<file path="src/rtl/fft_frame_ctrl_if.sv">
// rtl/fft_frame_ctrl_if.sv - signal bundle between the FFT frame controller and its environment
//
// Purpose: groups the job control, upstream sample stream, FFT core sink/source
//          and downstream sample stream of fft_frame_ctrl.
// Modports:
//   slave  - the controller's view (fft_frame_ctrl)
//   master - the environment's view (upstream source, FFT core, downstream sink)
// Signals:
//   job       : start, num_frames[7:0], inverse_cfg, busy, done, err[1:0]
//   upstream  : in_valid, in_ready, in_real[31:0], in_imag[31:0]
//   core sink : fft_sink_valid/ready/sop/eop, fft_sink_error[1:0], fft_sink_real/imag[31:0], fft_inverse
//   core src  : fft_source_valid/ready/sop/eop, fft_source_error[1:0], fft_source_real/imag[31:0], fft_source_exp[5:0]
//   downstream: out_valid, out_ready, out_sop, out_eop, out_real/imag[31:0], out_exp[5:0]
interface fft_frame_ctrl_if;
  logic        start;
  logic [7:0]  num_frames;
  logic        inverse_cfg;
  logic        busy;
  logic        done;
  logic [1:0]  err;

  logic        in_valid;
  logic        in_ready;
  logic [31:0] in_real;
  logic [31:0] in_imag;

  logic        fft_sink_valid;
  logic        fft_sink_ready;
  logic        fft_sink_sop;
  logic        fft_sink_eop;
  logic [1:0]  fft_sink_error;
  logic [31:0] fft_sink_real;
  logic [31:0] fft_sink_imag;
  logic        fft_inverse;

  logic        fft_source_valid;
  logic        fft_source_ready;
  logic        fft_source_sop;
  logic        fft_source_eop;
  logic [1:0]  fft_source_error;
  logic [31:0] fft_source_real;
  logic [31:0] fft_source_imag;
  logic [5:0]  fft_source_exp;

  logic        out_valid;
  logic        out_ready;
  logic        out_sop;
  logic        out_eop;
  logic [31:0] out_real;
  logic [31:0] out_imag;
  logic [5:0]  out_exp;

  modport slave (
    input  start, num_frames, inverse_cfg,
    output busy, done, err,
    input  in_valid, in_real, in_imag,
    output in_ready,
    output fft_sink_valid, fft_sink_sop, fft_sink_eop, fft_sink_error,
    output fft_sink_real, fft_sink_imag, fft_inverse,
    input  fft_sink_ready,
    input  fft_source_valid, fft_source_sop, fft_source_eop, fft_source_error,
    input  fft_source_real, fft_source_imag, fft_source_exp,
    output fft_source_ready,
    output out_valid, out_sop, out_eop, out_real, out_imag, out_exp,
    input  out_ready
  );

  modport master (
    output start, num_frames, inverse_cfg,
    input  busy, done, err,
    output in_valid, in_real, in_imag,
    input  in_ready,
    input  fft_sink_valid, fft_sink_sop, fft_sink_eop, fft_sink_error,
    input  fft_sink_real, fft_sink_imag, fft_inverse,
    output fft_sink_ready,
    output fft_source_valid, fft_source_sop, fft_source_eop, fft_source_error,
    output fft_source_real, fft_source_imag, fft_source_exp,
    input  fft_source_ready,
    input  out_valid, out_sop, out_eop, out_real, out_imag, out_exp,
    output out_ready
  );
endinterface

</file>
<file path="src/rtl/fft_frame_ctrl.sv">
// rtl/fft_frame_ctrl.sv - frames a multi-frame job into a streaming FFT core and checks its output framing
//
// Purpose: feeds num_frames frames of FFT_LEN samples from the upstream stream
//          into the FFT core (generating sop/eop), forwards the core output
//          downstream, and flags core errors and output framing errors.
// Ports:
//   clk     - rising-edge clock
//   reset_n - asynchronous active-low reset
//   bus     - fft_frame_ctrl_if.slave (job control, upstream, core sink/source, downstream)
module fft_frame_ctrl #(
  parameter int FFT_LEN = 512,
  parameter int CNT_W   = 9
) (
  input  logic               clk,
  input  logic               reset_n,
  fft_frame_ctrl_if.slave    bus
);

  typedef enum logic [1:0] {IDLE, FEED, DRAIN} state_t;

  localparam logic [CNT_W-1:0] LAST = CNT_W'(FFT_LEN - 1);

  state_t           state_q, state_d;
  logic [CNT_W-1:0] in_cnt_q, in_cnt_d;
  logic [CNT_W-1:0] out_cnt_q, out_cnt_d;
  logic [7:0]       in_frm_q, in_frm_d;
  logic [7:0]       out_frm_q, out_frm_d;
  logic [7:0]       frames_q, frames_d;
  logic             inv_q, inv_d;
  logic [1:0]       err_q, err_d;
  logic             done_q, done_d;

  logic feeding;
  logic busy;
  logic sink_xfer;
  logic src_xfer;
  logic last_in;
  logic last_out;

  assign feeding   = (state_q == FEED);
  assign busy      = (state_q != IDLE);
  assign sink_xfer = feeding && bus.in_valid && bus.fft_sink_ready;
  // Output accounting only runs during a job; the data path itself is always live.
  assign src_xfer  = busy && bus.fft_source_valid && bus.out_ready;
  assign last_in   = sink_xfer && (in_cnt_q == LAST) && (in_frm_q == frames_q - 8'd1);
  assign last_out  = src_xfer && (out_cnt_q == LAST) && (out_frm_q == frames_q - 8'd1);

  always_ff @(posedge clk or negedge reset_n) begin
    if (!reset_n) begin
      state_q   <= IDLE;
      in_cnt_q  <= '0;
      out_cnt_q <= '0;
      in_frm_q  <= '0;
      out_frm_q <= '0;
      frames_q  <= '0;
      inv_q     <= 1'b0;
      err_q     <= 2'b00;
      done_q    <= 1'b0;
    end else begin
      state_q   <= state_d;
      in_cnt_q  <= in_cnt_d;
      out_cnt_q <= out_cnt_d;
      in_frm_q  <= in_frm_d;
      out_frm_q <= out_frm_d;
      frames_q  <= frames_d;
      inv_q     <= inv_d;
      err_q     <= err_d;
      done_q    <= done_d;
    end
  end

  always_comb begin
    state_d   = state_q;
    in_cnt_d  = in_cnt_q;
    out_cnt_d = out_cnt_q;
    in_frm_d  = in_frm_q;
    out_frm_d = out_frm_q;
    frames_d  = frames_q;
    inv_d     = inv_q;
    err_d     = err_q;
    done_d    = 1'b0;

    if (sink_xfer) begin
      if (in_cnt_q == LAST) begin
        in_cnt_d = '0;
        in_frm_d = in_frm_q + 8'd1;
      end else begin
        in_cnt_d = in_cnt_q + 1'b1;
      end
    end

    if (src_xfer) begin
      if (out_cnt_q == LAST) begin
        out_cnt_d = '0;
        out_frm_d = out_frm_q + 8'd1;
      end else begin
        out_cnt_d = out_cnt_q + 1'b1;
      end
      // Framing is judged against our own count, so a misplaced marker from
      // the core does not resynchronise the counter.
      if ((bus.fft_source_sop != (out_cnt_q == '0)) ||
          (bus.fft_source_eop != (out_cnt_q == LAST)))
        err_d[1] = 1'b1;
      if (bus.fft_source_error != 2'b00)
        err_d[0] = 1'b1;
    end

    case (state_q)
      IDLE: begin
        if (bus.start) begin
          state_d   = FEED;
          in_cnt_d  = '0;
          out_cnt_d = '0;
          in_frm_d  = '0;
          out_frm_d = '0;
          frames_d  = (bus.num_frames == 8'd0) ? 8'd1 : bus.num_frames;
          inv_d     = bus.inverse_cfg;
          err_d     = 2'b00;
        end
      end
      FEED: begin
        // Last input and last output on the same edge skip DRAIN entirely.
        if (last_in && last_out) begin
          state_d = IDLE;
          done_d  = 1'b1;
        end else if (last_in) begin
          state_d = DRAIN;
        end
      end
      DRAIN: begin
        if (last_out) begin
          state_d = IDLE;
          done_d  = 1'b1;
        end
      end
      default: state_d = IDLE;
    endcase
  end

  assign bus.in_ready       = feeding && bus.fft_sink_ready;
  assign bus.fft_sink_valid = feeding && bus.in_valid;
  assign bus.fft_sink_sop   = bus.fft_sink_valid && (in_cnt_q == '0);
  assign bus.fft_sink_eop   = bus.fft_sink_valid && (in_cnt_q == LAST);
  assign bus.fft_sink_error = 2'b00;
  assign bus.fft_sink_real  = bus.in_real;
  assign bus.fft_sink_imag  = bus.in_imag;
  assign bus.fft_inverse    = inv_q;

  assign bus.out_valid        = bus.fft_source_valid;
  assign bus.fft_source_ready = bus.out_ready;
  assign bus.out_sop          = bus.fft_source_sop;
  assign bus.out_eop          = bus.fft_source_eop;
  assign bus.out_real         = bus.fft_source_real;
  assign bus.out_imag         = bus.fft_source_imag;
  assign bus.out_exp          = bus.fft_source_exp;

  assign bus.busy = busy;
  assign bus.done = done_q;
  assign bus.err  = err_q;

endmodule

</file>
<file path="src/flat_wrapper.sv">
// flat-port wrapper written by rule: the top's interface ports become plain ports
module fft_frame_ctrl_flat 
#(
  parameter int FFT_LEN = 512,
  parameter int CNT_W   = 9
)
  (clk, reset_n, bus_start, bus_num_frames, bus_inverse_cfg, bus_busy, bus_done, bus_err, bus_in_valid, bus_in_real, bus_in_imag, bus_in_ready, bus_fft_sink_valid, bus_fft_sink_sop, bus_fft_sink_eop, bus_fft_sink_error, bus_fft_sink_real, bus_fft_sink_imag, bus_fft_inverse, bus_fft_sink_ready, bus_fft_source_valid, bus_fft_source_sop, bus_fft_source_eop, bus_fft_source_error, bus_fft_source_real, bus_fft_source_imag, bus_fft_source_exp, bus_fft_source_ready, bus_out_valid, bus_out_sop, bus_out_eop, bus_out_real, bus_out_imag, bus_out_exp, bus_out_ready);
  fft_frame_ctrl_if bus_i ();
  input  logic clk;
  input  logic reset_n;
  input wire logic [$bits(bus_i.start)-1:0] bus_start;
  input wire logic [$bits(bus_i.num_frames)-1:0] bus_num_frames;
  input wire logic [$bits(bus_i.inverse_cfg)-1:0] bus_inverse_cfg;
  output wire logic [$bits(bus_i.busy)-1:0] bus_busy;
  output wire logic [$bits(bus_i.done)-1:0] bus_done;
  output wire logic [$bits(bus_i.err)-1:0] bus_err;
  input wire logic [$bits(bus_i.in_valid)-1:0] bus_in_valid;
  input wire logic [$bits(bus_i.in_real)-1:0] bus_in_real;
  input wire logic [$bits(bus_i.in_imag)-1:0] bus_in_imag;
  output wire logic [$bits(bus_i.in_ready)-1:0] bus_in_ready;
  output wire logic [$bits(bus_i.fft_sink_valid)-1:0] bus_fft_sink_valid;
  output wire logic [$bits(bus_i.fft_sink_sop)-1:0] bus_fft_sink_sop;
  output wire logic [$bits(bus_i.fft_sink_eop)-1:0] bus_fft_sink_eop;
  output wire logic [$bits(bus_i.fft_sink_error)-1:0] bus_fft_sink_error;
  output wire logic [$bits(bus_i.fft_sink_real)-1:0] bus_fft_sink_real;
  output wire logic [$bits(bus_i.fft_sink_imag)-1:0] bus_fft_sink_imag;
  output wire logic [$bits(bus_i.fft_inverse)-1:0] bus_fft_inverse;
  input wire logic [$bits(bus_i.fft_sink_ready)-1:0] bus_fft_sink_ready;
  input wire logic [$bits(bus_i.fft_source_valid)-1:0] bus_fft_source_valid;
  input wire logic [$bits(bus_i.fft_source_sop)-1:0] bus_fft_source_sop;
  input wire logic [$bits(bus_i.fft_source_eop)-1:0] bus_fft_source_eop;
  input wire logic [$bits(bus_i.fft_source_error)-1:0] bus_fft_source_error;
  input wire logic [$bits(bus_i.fft_source_real)-1:0] bus_fft_source_real;
  input wire logic [$bits(bus_i.fft_source_imag)-1:0] bus_fft_source_imag;
  input wire logic [$bits(bus_i.fft_source_exp)-1:0] bus_fft_source_exp;
  output wire logic [$bits(bus_i.fft_source_ready)-1:0] bus_fft_source_ready;
  output wire logic [$bits(bus_i.out_valid)-1:0] bus_out_valid;
  output wire logic [$bits(bus_i.out_sop)-1:0] bus_out_sop;
  output wire logic [$bits(bus_i.out_eop)-1:0] bus_out_eop;
  output wire logic [$bits(bus_i.out_real)-1:0] bus_out_real;
  output wire logic [$bits(bus_i.out_imag)-1:0] bus_out_imag;
  output wire logic [$bits(bus_i.out_exp)-1:0] bus_out_exp;
  input wire logic [$bits(bus_i.out_ready)-1:0] bus_out_ready;
  assign bus_i.start = bus_start;
  assign bus_i.num_frames = bus_num_frames;
  assign bus_i.inverse_cfg = bus_inverse_cfg;
  assign bus_busy = bus_i.busy;
  assign bus_done = bus_i.done;
  assign bus_err = bus_i.err;
  assign bus_i.in_valid = bus_in_valid;
  assign bus_i.in_real = bus_in_real;
  assign bus_i.in_imag = bus_in_imag;
  assign bus_in_ready = bus_i.in_ready;
  assign bus_fft_sink_valid = bus_i.fft_sink_valid;
  assign bus_fft_sink_sop = bus_i.fft_sink_sop;
  assign bus_fft_sink_eop = bus_i.fft_sink_eop;
  assign bus_fft_sink_error = bus_i.fft_sink_error;
  assign bus_fft_sink_real = bus_i.fft_sink_real;
  assign bus_fft_sink_imag = bus_i.fft_sink_imag;
  assign bus_fft_inverse = bus_i.fft_inverse;
  assign bus_i.fft_sink_ready = bus_fft_sink_ready;
  assign bus_i.fft_source_valid = bus_fft_source_valid;
  assign bus_i.fft_source_sop = bus_fft_source_sop;
  assign bus_i.fft_source_eop = bus_fft_source_eop;
  assign bus_i.fft_source_error = bus_fft_source_error;
  assign bus_i.fft_source_real = bus_fft_source_real;
  assign bus_i.fft_source_imag = bus_fft_source_imag;
  assign bus_i.fft_source_exp = bus_fft_source_exp;
  assign bus_fft_source_ready = bus_i.fft_source_ready;
  assign bus_out_valid = bus_i.out_valid;
  assign bus_out_sop = bus_i.out_sop;
  assign bus_out_eop = bus_i.out_eop;
  assign bus_out_real = bus_i.out_real;
  assign bus_out_imag = bus_i.out_imag;
  assign bus_out_exp = bus_i.out_exp;
  assign bus_i.out_ready = bus_out_ready;
  fft_frame_ctrl #(.FFT_LEN(FFT_LEN), .CNT_W(CNT_W)) u_core (.clk(clk), .reset_n(reset_n), .bus(bus_i));
endmodule
</file>
<file path="config.mk">
export PLATFORM = sky130hd
export DESIGN_NAME = fft_frame_ctrl_flat
export DESIGN_NICKNAME = d
export VERILOG_FILES = /design/src/rtl/fft_frame_ctrl_if.sv /design/src/rtl/fft_frame_ctrl.sv /design/src/flat_wrapper.sv
export SDC_FILE = /design/constraint.sdc
export NUM_CORES = 1
export LEC_CHECK = 0
export CAP_MARGIN = 15
export CORE_MARGIN = 5
export CORE_UTILIZATION = 34
export DETAILED_ROUTE_END_ITERATION = 7
export HOLD_SLACK_MARGIN = 0.1
export PLACE_DENSITY = 0.82
export SLEW_MARGIN = 20
export SYNTH_ARGS = -nofsm -noshare
export SYNTH_HDL_FRONTEND = slang
export SYNTH_SLANG_ARGS = --single-unit
</file>
<file path="constraint.sdc">
create_clock -name clk -period 3 [get_ports clk]
set_input_delay 0.9 -clock clk [delete_from_list [all_inputs] [get_ports clk]]
set_output_delay 0.9 -clock clk [all_outputs]
set_load 0.03 [all_outputs]
</file>
==> out/metrics.csv, run 1 <==
metric,value,unit
"worst slack, placed",0.222,ns
iteration count of the initial detailed-routing pass,4,
overall via count from detail_route,2423,
area taken by flip-flops and latches,1200,um2
die outline height,117,um
period utilisation layout,0.925,
clock root cell,sky130_fd_sc_hd__clkbuf_16,
CTS tree,yes,
start point of the worst min-delay path,u_core.bus.fft_inverse$_DFFE_PN0P_,
number of synthesized register bits,48,
H-tree depth,2,
maximum vdd ir drop,295,uV
number of antenna violations at the first check in global routing,0,
cell type group with the largest total delay on the critical path,buffers and inverters,
"Clk Latency, worst-skew pair",0.29,ns
Resize count post-CTS,0,
average cell area after synthesis,8.84,um2
vias per std cell,5.07,
Leakage Power,1.56,nW
Finish-stage setup viols,0,
minimum setup slack in the final design,0.224,ns
most common flop cell mapped by yosys,sky130_fd_sc_hd__dfrtp_1,
DP HPWL,5300,um
core area,11300,um2
library cells used by synthesis,43,
number of rows created at floorplan,39,
via count of the first global-routing pass,2454,
filler cell count in the final layout,1156,
P per Cell Area,714,nW/um2
Total Neg Setup Slack,0,ns
worst-case hold path end point,u_core.bus.fft_inverse$_DFFE_PN0P_,
result of the run,"finished, final reports clean",
Post-CTS Setup Inserts,0,
post-route antenna net violation count,0,
worst hold path class,reg -> reg,
wire length of the first global-routing pass,11500,um
multi-input logic area,1530,um2
Routability Congestion,0.832,
Rel. slew slack,0.661,
highest clock rate,0.360,GHz
buffers added on ports,32,
average wire per standard cell,14.9,um
async set-or-reset flop fraction in the synthesized netlist,1.00,
Final nets,500,
FF-to-FF setup slack,0.30,ns
Residual DRC,0,
area growth from synthesis to layout,-10.2,%
number of clock sinks seen by CTS,48,
length in cells of the worst reg-to-reg path,10,
total of max-cap violations,0,
die area,13600,um2
slowest cell on the critical path,sky130_fd_sc_hd__clkdlybuf4s50_1,
cells after synthesis,439,
die extent in x,117,um
maximum number of pins on one net before global-route repair,49,
element type at the critical path end,primary output,
number of antenna cells inserted,0,
Clock Path Buffers,2,
effective utilization at floorplan,0.343,
IO Pins,303,
buffers plus inverters on the worst setup path,2,
"critical path, cell by cell",clkdlybuf4s50_1 -> and2_1 -> and3_1 -> buf_12,
source of the worst register-to-register timing path,u_core.out_cnt_q[2]$_DFF_PN0_,
Max Transition Viols Final,0,
total congestion overflow,0,
signal arrival time at the worst endpoint,1.88,ns
CP required,2.10,ns
share of the yosys chip area belonging to registers,0.310,
layout cell share with drive strength beyond 1,0.0955,
setup repair after global routing missed its margin,false,
DRT Wirelength,7140,um
top fanout value on the critical path,4,
final worst clock skew,0.00207,ns
number of DRC markers in iteration 0,133,
CTS buffer count,5,
terminus of the critical flop-to-flop path,u_core.state_q[0]$_DFFE_PN0P_,
number of enable flip-flop cells after synthesis,0,
clock slew at reported path FFs,0.06,ns
hold-critical path depth,2,
launching element type of the critical path,input pin,
total number of yosys warnings,0,
final-layout worst hold slack,0.500,ns
delay of the slowest cell on the worst path,0.50,ns
final count of hold timing violations,0,
Global Route Usage Sum,0.104,
path type of the worst setup path,in -> out,
hold bufs inserted after CTS,0,
post-synthesis instance area,3880,um2
measured slew at the worst slew-check pin,0.508,ns
final period demand of the worst path,2.78,ns
metrics by stage:
step	power (W)	instances	instance area (um2)	util
CTS	0.00250	478	3480	0.308
detailed placement	0.00186	470	3320	0.293
floorplan	0.00191	440	3880	-
finish	0.00249	478	3480	0.308
global route	0.00263	478	3480	0.308
global placement	0.00182	470	3320	0.293
cell type report:
| cell class | instances | area share |
|---|---|---|
| Clock buffer | 5 | 0.0359 |
| Clock inverter | 3 | 0.0122 |
| Inverter | 15 | 0.0162 |
| Multi-Input combinational cell | 228 | 0.439 |
| Sequential cell | 48 | 0.345 |
| Tap cell | 143 | 0.0513 |
| Timing Repair Buffer | 36 | 0.101 |
cell usage after synthesis (2+ instances only):
cell type                  count  share of area
sky130_fd_sc_hd__a211oi_1      3         0.0058
sky130_fd_sc_hd__a21oi_1      13          0.017
sky130_fd_sc_hd__and2_1        3         0.0048
sky130_fd_sc_hd__and3_1        8          0.013
sky130_fd_sc_hd__and4_1        2         0.0045
sky130_fd_sc_hd__buf_4       140           0.27
sky130_fd_sc_hd__clkbuf_1      6         0.0058
sky130_fd_sc_hd__dfrtp_1      48           0.31
sky130_fd_sc_hd__ha_1         12          0.039
sky130_fd_sc_hd__inv_1        15          0.015
sky130_fd_sc_hd__mux2i_1       3         0.0077
sky130_fd_sc_hd__nand2_1      39          0.038
sky130_fd_sc_hd__nand3_1       8          0.010
sky130_fd_sc_hd__nand4_1      13          0.021
sky130_fd_sc_hd__nor2_1       39          0.038
sky130_fd_sc_hd__nor3_1        5         0.0065
sky130_fd_sc_hd__nor4_1        3         0.0048
sky130_fd_sc_hd__nor4b_1       2         0.0045
sky130_fd_sc_hd__o21ai_0       9          0.012
sky130_fd_sc_hd__or3_1         6         0.0097
sky130_fd_sc_hd__xnor2_1      17          0.038
sky130_fd_sc_hd__xnor3_1       2          0.012
sky130_fd_sc_hd__xor2_1       23          0.052
per-layer routing:
metal / track usage / part of all wire / wire length [um]
met5: 0 / 0 / 0
met4: 0.0772 / 0.062 / 440
met3: 0.0247 / 0.10 / 713
met2: 0.166 / 0.45 / 3180
met1: 0.122 / 0.39 / 2810
power by group:
group / internal (W) / leakage [nW] / switching (W) / total (W)
logic: 0.000451 / 0.829 / 0.000504 / 0.000955
registers: 0.000745 / 0.649 / 0.000153 / 0.000898
clock network: 0.000392 / 0.0798 / 0.000245 / 0.000636
total: 0.00159 / 1.56 / 0.000901 / 0.00249
flip-flops by register name (all words and copies together) (netlist names):
register                count
u_core.bus.done             1
u_core.out_cnt_q            9
u_core.frames_q             8
u_core.out_frm_q            8
u_core.in_frm_q             8
u_core.in_cnt_q             9
u_core.state_q              2
u_core.bus.err              2
u_core.bus.fft_inverse      1
worst reg2reg max path, stage by stage (launching register included):
cell and delay, ns:
sky130_fd_sc_hd__dfrtp_1 0.43, sky130_fd_sc_hd__nand3_1 0.15, sky130_fd_sc_hd__or3_1 0.37, sky130_fd_sc_hd__nor2_1 0.14, sky130_fd_sc_hd__ha_1 0.23, sky130_fd_sc_hd__nand4b_1 0.18, sky130_fd_sc_hd__nor3_1 0.22, sky130_fd_sc_hd__and4b_2 0.27
sky130_fd_sc_hd__a41oi_2 0.14, sky130_fd_sc_hd__a211o_2 0.35, sky130_fd_sc_hd__a21oi_2 0.15
how the worst max path moves through the flow:
| stage | to | cells past startpoint | from |
|---|---|---|---|
| 2_1_floorplan | bus_fft_sink_sop | 2 | bus_in_valid |
| 3_3_place_gp | bus_fft_sink_sop | 4 | bus_in_valid |
| 3_5_place_dp | bus_fft_sink_sop | 4 | bus_in_valid |
| 4_1_cts | bus_fft_sink_sop | 4 | bus_in_valid |
| 5_1_grt | bus_busy | 4 | u_core.state_q[1]$_DFFE_PN0P_ |
| 6_report | bus_fft_sink_sop | 4 | bus_in_valid |
cell usage in the layout (no fill, tap or decap), types with 2 or more instances in the layout:
master and n:
sky130_fd_sc_hd__a211oi_1 3, sky130_fd_sc_hd__a21oi_1 13, sky130_fd_sc_hd__and2_1 3, sky130_fd_sc_hd__and3_1 8, sky130_fd_sc_hd__and4_1 2, sky130_fd_sc_hd__buf_12 2, sky130_fd_sc_hd__buf_4 10, sky130_fd_sc_hd__clkbuf_16 5
sky130_fd_sc_hd__clkdlybuf4s50_1 23, sky130_fd_sc_hd__conb_1 2, sky130_fd_sc_hd__dfrtp_1 48, sky130_fd_sc_hd__ha_1 12, sky130_fd_sc_hd__inv_1 15, sky130_fd_sc_hd__mux2i_1 3, sky130_fd_sc_hd__nand2_1 39, sky130_fd_sc_hd__nand3_1 8
sky130_fd_sc_hd__nand4_1 13, sky130_fd_sc_hd__nor2_1 39, sky130_fd_sc_hd__nor3_1 5, sky130_fd_sc_hd__nor4_1 3, sky130_fd_sc_hd__nor4b_1 2, sky130_fd_sc_hd__o21ai_0 9, sky130_fd_sc_hd__or3_1 6, sky130_fd_sc_hd__xnor2_1 17
sky130_fd_sc_hd__xnor3_1 2, sky130_fd_sc_hd__xor2_1 23
cells by family (layout without fill, tap and decap cells):
family / Yosys count / count (layout) / synth area share
buf+inv: 164 / 59 / 0.297
xor+xnor: 45 / 45 / 0.122
compound gates: 32 / 32 / 0.0513
simple gates: 134 / 134 / 0.173
other cells: 1 / 2 / 0.000967
mux: 3 / 3 / 0.00774
flops: 48 / 48 / 0.310
fa+ha+maj: 12 / 12 / 0.0387
Note: power is estimated with default switching activity, not from simulation.
==> run 2, diff against run 1 <==
--- a/config.mk
+++ b/config.mk
@@ -13,3 +13,3 @@
 export PLACE_DENSITY = 0.82
-export SLEW_MARGIN = 20
+export SLEW_MARGIN = 40
 export SYNTH_ARGS = -nofsm -noshare
--- a/constraint.sdc
+++ b/constraint.sdc
@@ -3,2 +3,2 @@
 set_output_delay 0.9 -clock clk [all_outputs]
-set_load 0.03 [all_outputs]
+set_load 0.05 [all_outputs]
==> run 2 against run 1 <==
Effect of this change: power is 0.71% higher; combinational power is 9.9% higher; cell count stayed put; sequential cell count stayed put; critical path type unchanged; largest cell class unchanged.
==> out/metrics.csv, run 2 (synthesis gave the netlist of run 1 again) <==
metric,value,unit
result of the run,"finished, final reports clean",
die area,13600,um2
launching element type of the critical path,input pin,
period utilisation layout,0.955,
clock root cell,sky130_fd_sc_hd__clkbuf_16,
die extent in x,117,um
number of antenna violations at the first check in global routing,0,
final count of hold timing violations,0,
final period demand of the worst path,2.87,ns
area growth from synthesis to layout,-8.42,%
number of DRC markers in iteration 0,110,
overall via count from detail_route,2423,
final worst clock skew,0.00260,ns
proportion of power drawn by combinational gates,0.420,
CTS buffer count,5,
IO Pins,303,
wire length of the first global-routing pass,11500,um
minimum setup slack in the final design,0.135,ns
"critical path, cell by cell",clkdlybuf4s50_1 -> and2_1 -> and3_1 -> buf_12,
Leakage Power,1.58,nW
post-route antenna net violation count,0,
Global Route Usage Sum,0.105,
overall power of the completed layout,0.00251,W
setup repair after global routing missed its margin,false,
"most common cell after layout, fill and taps aside",sky130_fd_sc_hd__dfrtp_1,
final-layout worst hold slack,0.474,ns
buffers plus inverters on the worst setup path,2,
most frequent cells in the layout,"sky130_fd_sc_hd__dfrtp_1 (48), sky130_fd_sc_hd__nor2_1 (39), sky130_fd_sc_hd__nand2_1 (39)",
P per Cell Area,706,nW/um2
Clk pwr share,0.227,
"Clk Latency, worst-skew pair",0.28,ns
area taken by flip-flops and latches,1200,um2
buffers added on ports,32,
Routability Congestion,0.855,
via count of the first global-routing pass,2429,
Clock Path Buffers,2,
Psw,0.000936,W
maximum number of pins on one net before global-route repair,28,
"worst slack, placed",0.129,ns
clock slew at reported path FFs,0.06,ns
hold bufs inserted after CTS,0,
H-tree depth,2,
signal arrival time at the worst endpoint,1.97,ns
iteration count of the initial detailed-routing pass,4,
worst hold path class,reg -> reg,
cell type group with the largest total delay on the critical path,buffers and inverters,
delay of the slowest cell on the worst path,0.50,ns
Final nets,501,
path type of the worst setup path,in -> out,
filler cell count in the final layout,1153,
core area,11300,um2
average wire per standard cell,14.6,um
Rel. slew slack,0.663,
DRT Wirelength,6990,um
element type at the critical path end,primary output,
Max Transition Viols Final,0,
largest registers ranked by flip-flop count,"u_core.in_cnt_q: 9 flops, u_core.out_cnt_q: 9 flops",
sequential share of power,0.352,
number of clock sinks seen by CTS,48,
Residual DRC,0,
Resize count post-CTS,0,
CP required,2.10,ns
final core utilization,0.314,
total of max-cap violations,0,
highest clock rate,0.349,GHz
Total Neg Setup Slack,0,ns
proportion of total power due to net switching,0.374,
multi-input logic area,1530,um2
maximum vdd ir drop,361,uV
die outline height,117,um
effective utilization at floorplan,0.343,
vias per std cell,5.07,
DP HPWL,5380,um
slowest cell on the critical path,sky130_fd_sc_hd__clkdlybuf4s50_1,
total congestion overflow,0,
Internal Pwr Total,0.00157,W
top fanout value on the critical path,4,
number of antenna cells inserted,0,
Post-CTS Setup Inserts,0,
CTS tree,yes,
Finish-stage setup viols,0,
number of rows created at floorplan,39,
layout cell share with drive strength beyond 1,0.0955,
measured slew at the worst slew-check pin,0.505,ns
run 2: through the flow:
stage / instance area [um2] / instances
3_5_place_dp: 3400 / 471
4_1_cts: 3550 / 478
3_3_place_gp: 3400 / 471
2_1_floorplan: 3880 / 440
6_report: 3550 / 478
5_1_grt: 3550 / 478
run 2: layout make-up:
class                      count  area share
multi-input combinational    228       0.431
tap                          143      0.0504
sequential                    48       0.338
inverter                      15      0.0159
timing repair buffer          37       0.122
clock buffer                   7      0.0430
run 2: worst reg2reg max path, delay by kind of cell (launching register included):
family	cells	cell delay, ns
flip-flops	1	0.42
adder cells (fa/ha/maj)	1	0.25
AO/OA/AOI/OAI	3	0.58
AND/OR/NAND/NOR	6	1.36
run 2: path summary, 6_finish.rpt:
path | startpoint | end | slack (ns) | cells past startpoint
max in group asynchronous | reset_n | u_core.in_cnt_q[3]$_DFF_PN0_ | 1.71 | 2
max reg2reg | u_core.out_cnt_q[2]$_DFF_PN0_ | u_core.state_q[0]$_DFFE_PN0P_ | 0.32 | 10
min reg2reg | u_core.bus.fft_inverse$_DFFE_PN0P_ | u_core.bus.fft_inverse$_DFFE_PN0P_ | 0.47 | 2
min | u_core.bus.fft_inverse$_DFFE_PN0P_ | u_core.bus.fft_inverse$_DFFE_PN0P_ | 0.47 | 2
min in group asynchronous | reset_n | u_core.bus.fft_inverse$_DFFE_PN0P_ | 0.57 | 1
max | bus_in_valid | bus_fft_sink_sop | 0.13 | 4
run 2: power by group through the flow:
| stage | logic [W] | clock network [W] | registers (W) |
|---|---|---|---|
| 3_3_place_gp | 0.00102 | 0 | 0.000891 |
| 5_1_grt | 0.00115 | 0.000615 | 0.000897 |
| 2_1_floorplan | 0.00122 | 0 | 0.000907 |
| 4_1_cts | 0.00106 | 0.000591 | 0.000882 |
| 6_report | 0.00105 | 0.000570 | 0.000883 |
| 3_5_place_dp | 0.00106 | 0 | 0.000893 |
run 2: layer usage:
| metal | global-route usage | vias to the layer above | part of all wire |
|---|---|---|---|
| met1 | 0.122 | 1162 | 0.40 |
| met2 | 0.162 | 99 | 0.45 |
| met4 | 0.0833 | 0 | 0.068 |
| met3 | 0.0288 | 74 | 0.085 |
| met5 | 0 | - | 0 |
| li1 | - | 1088 | - |
